<file path="src/rtl/regfile_dump_pkg.sv">
// Shared types and helpers for the register-file debug dump engine.
package regfile_dump_pkg;

  typedef enum logic [2:0] {
    IDLE  = 3'd0,
    FETCH = 3'd1,
    SEND  = 3'd2,
    CSUM  = 3'd3,
    DONE  = 3'd4
  } dump_state_t;

  // Index width for the default 32-entry file: one spare bit so idx never wraps.
  localparam int unsigned IDX_W = 6;

  // Index tag carried by the trailing checksum beat.
  function automatic logic [5:0] csum_idx(input int unsigned num_regs);
    return 6'(num_regs);
  endfunction

endpackage

</file>
<file path="src/rtl/regfile_dump_unit.sv">
// Walks every register through the debug read port, streams each word with
// its index over valid/ready and optionally closes with an XOR checksum beat.
module regfile_dump_unit
  import regfile_dump_pkg::*;
#(
  parameter int unsigned NUM_REGS      = 32,
  parameter int unsigned DATA_W        = 32,
  parameter bit          EMIT_CHECKSUM = 1'b1
) (
  input  logic              clk,
  input  logic              rst_n,
  input  logic              start,
  output logic [4:0]        dbg_addr,
  input  logic [DATA_W-1:0] dbg_data,
  output logic              out_valid,
  input  logic              out_ready,
  output logic [DATA_W-1:0] out_data,
  output logic [5:0]        out_index,
  output logic              out_last,
  output logic              busy,
  output logic              done
);

  localparam int unsigned   IW       = $clog2(NUM_REGS) + 1;
  localparam logic [IW-1:0] LAST_IDX = IW'(NUM_REGS - 1);

  dump_state_t       state;
  logic [IW-1:0]     idx;
  logic [DATA_W-1:0] csum;
  logic [DATA_W-1:0] data_q;
  logic [5:0]        index_q;
  logic              hs;

  // FSM, register index counter, captured beat and running checksum.
  always_ff @(posedge clk or negedge rst_n) begin
    if (!rst_n) begin
      state   <= IDLE;
      idx     <= '0;
      csum    <= '0;
      data_q  <= '0;
      index_q <= '0;
    end else begin
      case (state)
        IDLE: begin
          if (start) begin
            state <= FETCH;
            idx   <= '0;
            csum  <= '0;
          end
        end
        FETCH: begin
          data_q  <= dbg_data;
          index_q <= 6'(idx);
          state   <= SEND;
        end
        SEND: begin
          if (hs) begin
            csum <= csum ^ data_q;
            if (idx == LAST_IDX) begin
              state <= EMIT_CHECKSUM ? CSUM : DONE;
            end else begin
              idx   <= idx + IW'(1);
              state <= FETCH;
            end
          end
        end
        CSUM: begin
          if (hs) state <= DONE;
        end
        DONE: begin
          state <= IDLE;
        end
        default: begin
          state <= IDLE;
        end
      endcase
    end
  end

  // Output decode; the checksum beat overrides the captured data and index.
  always_comb begin
    out_valid = (state == SEND) || (state == CSUM);
    hs        = out_valid && out_ready;
    busy      = (state != IDLE);
    done      = (state == DONE);
    dbg_addr  = 5'(idx);
    out_data  = data_q;
    out_index = index_q;
    out_last  = 1'b0;
    if (state == SEND) begin
      out_last = (idx == LAST_IDX) && !EMIT_CHECKSUM;
    end else if (state == CSUM) begin
      out_data  = csum;
      out_index = csum_idx(NUM_REGS);
      out_last  = 1'b1;
    end
  end

endmodule

</file>
<file path="config.mk">
export PLATFORM = sky130hd
export DESIGN_NAME = regfile_dump_unit
export DESIGN_NICKNAME = d
export VERILOG_FILES = /design/src/rtl/regfile_dump_pkg.sv /design/src/rtl/regfile_dump_unit.sv
export SDC_FILE = /design/constraint.sdc
export NUM_CORES = 1
export LEC_CHECK = 0
export ABC_AREA = 1
export CAP_MARGIN = 20
export CELL_PAD_IN_SITES_DETAIL_PLACEMENT = 2
export CELL_PAD_IN_SITES_GLOBAL_PLACEMENT = 2
export CORE_MARGIN = 1.5
export CORE_UTILIZATION = 30
export DETAILED_ROUTE_END_ITERATION = 6
export GPL_ROUTABILITY_DRIVEN = 0
export PLACE_DENSITY_LB_ADDON = 0.05
export SETUP_SLACK_MARGIN = 0.1
export SLEW_MARGIN = 5
export SYNTH_ARGS = -nofsm -noshare
export SYNTH_HDL_FRONTEND = slang
export SYNTH_SLANG_ARGS = --single-unit
export TNS_END_PERCENT = 5
</file>
<file path="constraint.sdc">
create_clock -name clk -period 3.4 [get_ports clk]
set_clock_uncertainty 0.05 [all_clocks]
set_input_delay 0.51 -clock clk [delete_from_list [all_inputs] [get_ports clk]]
set_output_delay 0.51 -clock clk [all_outputs]
set_load 0.01 [all_outputs]
</file>
==> reports/metrics.cfg <==
[pwr]
p_leak_nw=2.43
powerDensity_mw_per_mm2=1030
ir_drop_v=0.000409

[floorplanning]
start_util=0.311
die_y_um=118
std_cell_rows=41
dieArea_mm2=0.0140
dieWidth_um=118
io-pin-count=83
core-area_mm2=0.0128

[global_routing]
grtUsageMet1=0.218
grt_util_met3=0.0484
overflow=0
grt_usage=0.177
grt-busiest-layer=met2
groute.layer.met2.usage=0.306
grt_pass1_wl_um=19500
antenna_found_initial=0
grt_max_degree=62
grt_pass1_vias=3818

[clocking]
clock-sinks=79
cts_inserted_buffers=9
post_cts_buffers=0
cts_tree=built
ctsRootBufferMaster=clkbuf_16
postCtsHoldBufs=0
clockBufferDepth=2
clk_latency_ps=340
htree_levels=3
cts.clk_slew.worst_paths_ps=60
cts_resized=0

[setup_path]
critical_path_buf_inv_count=2
cp-start-kind=flip-flop
arrival_ps=2330
critPathCaptureType=primary output
critPathTopFamily=buffers and inverters
critPathRequiredTime_ps=2840
r2r_cells=7
cpPeakStageDelay_ps=550
cp_cell_sequence=nor3_4, buf_4, nand2_1, nand2_1, clkdlybuf4s50_1
crit_type=flip-flop to primary output
crit_fanout=40
critPathSlowestCell=clkdlybuf4s50_1
cp.depth=5
cpMostUsedCell=nand2_1

[synthesis]
syn_area_per_cell_um2=8.64
synth.yosys.seq_area_share=0.497
syn_area_mm2=0.00398
synth_seq_cells=79
yosys_warnings=0
syn_nets=497
synth.distinct_cells=24
syn_inst=460

[sta]
fin_crit_ps=2890
fin_crit_sh=0.851
setup_tns_ps=0
maxSlewViolCount=0
max_slew.worst_pin.slew_ps=838
max_slew_margin=0.441
rsz0062_at_grt=no
setup_ws_ps=507
final-setup-viol-count=0
finalHoldViolCount=0
max_freq_mhz=346

[routing]
post-route-drc-count=0
vias=3292
wl_um=11400
ant_nets=0
routed_via_density=4.62
drtIter0Drc=95
avgRoutedWirePerCell_um=16.0
dr.pass1.iters=4

[cells_and_area]
layout.nets=573
syn_to_final_growth_pct=30.9
fillers=1432
diodes=0
mostFrequentLayoutCells=197 x nand2_1, 81 x clkdlybuf4s50_1, 79 x dfrtp_1
final_common_cell=nand2_1
drive_above_1_share=0.116

[flow_run]
maxCapViolCount=0

[placed_design]
port_buffers=82
dp_hpwl_um=7700
place_ws_ps=869

[run_status]
status=completed

[worst_hold_path]
hp-class=input pin to async pin

## power by group
part	leakage, nW	total, mW	switching, mW	internal (mW)
Combinational	1.29	2.66	1.38	1.28
Clock	0.131	0.914	0.377	0.537
Sequential	1.01	1.80	0.423	1.37
Total	2.43	5.37	2.18	3.19
## sequential cells by signal (all words and copies together), names as in the netlist
| name | flops |
|---|---|
| csum | 32 |
| data_q | 32 |
| idx | 6 |
| index_q | 6 |
| state | 3 |
## stage by stage
stage                     power, mW  utilization  cells  area (um^2)  hold WS, ps
final                          5.37        0.407    713         5200          225
after global routing           5.84        0.407    713         5200          284
after CTS                      5.49        0.407    713         5200          256
after detailed placement       4.52        0.386    697         4930          424
after global placement         4.38        0.386    697         4930          410
after floorplan                3.35            -    460         3980          164
## layout make-up
cell class	count	area (um^2)	share of cell area
well taps	172	215	0.0414
repair buffers	91	886	0.170
multi-input cells	335	1780	0.342
clock buffers	16	272	0.0522
flip-flops and latches	79	1980	0.380
inverters	20	75.1	0.0144
## Yosys cell counts
cell | number | area share
nand2_1 | 197 | 0.19
dfrtp_1 | 79 | 0.50
xor2_1 | 34 | 0.075
mux2_2 | 32 | 0.091
o21ai_0 | 28 | 0.035
inv_1 | 17 | 0.016
nor2_1 | 17 | 0.016
buf_4 | 10 | 0.019
o21ai_1 | 9 | 0.011
clkbuf_1 | 8 | 0.0076
buf_2 | 6 | 0.0076
nand3_1 | 5 | 0.0063
a21oi_1 | 3 | 0.0038
inv_2 | 3 | 0.0028
nand3_2 | 2 | 0.0050
nor2_2 | 2 | 0.0031
buf_6 | 1 | 0.0028
clkbuf_2 | 1 | 0.0013
ha_1 | 1 | 0.0031
nand3b_1 | 1 | 0.0019
nor2_4 | 1 | 0.0028
nor3_1 | 1 | 0.0013
nor3_2 | 1 | 0.0025
or2_2 | 1 | 0.0016
## layer usage
metal | up-vias | part of all wire
met5 | - | 0
met4 | 0 | 0.010
met3 | 6 | 0.035
met2 | 56 | 0.51
met1 | 1648 | 0.45
li1 | 1582 | -
## worst paths after layout
path	from	to	slack, ps
worst max-delay path	state[2]$_DFFE_PN0P_	out_data[11]	510
worst min register to register	index_q[5]$_DFFE_PN0P_	index_q[5]$_DFFE_PN0P_	440
min in group clk	index_q[5]$_DFFE_PN0P_	index_q[5]$_DFFE_PN0P_	440
worst min-delay path	rst_n	index_q[2]$_DFFE_PN0P_	230
max in group asynchronous	rst_n	data_q[17]$_DFFE_PN0P_	2370
worst max register to register	state[1]$_DFFE_PN0P_	csum[10]$_DFFE_PN0P_	1350
## kinds of logic (layout without fill, tap and decap cells)
| kind of cell | Yosys count | count (layout) | share of synthesized area |
|---|---|---|---|
| and+or+nand+nor | 228 | 228 | 0.227 |
| DFF | 79 | 79 | 0.497 |
| buffers and inverters | 46 | 127 | 0.0570 |
| AOI/OAI and AO/OA | 40 | 40 | 0.0504 |
| xor gates and xnor gates | 34 | 34 | 0.0749 |
| muxes | 32 | 32 | 0.0907 |
| adders and majority gates | 1 | 1 | 0.00315 |
No activity file was read; power rests on OpenSTA's default activity.
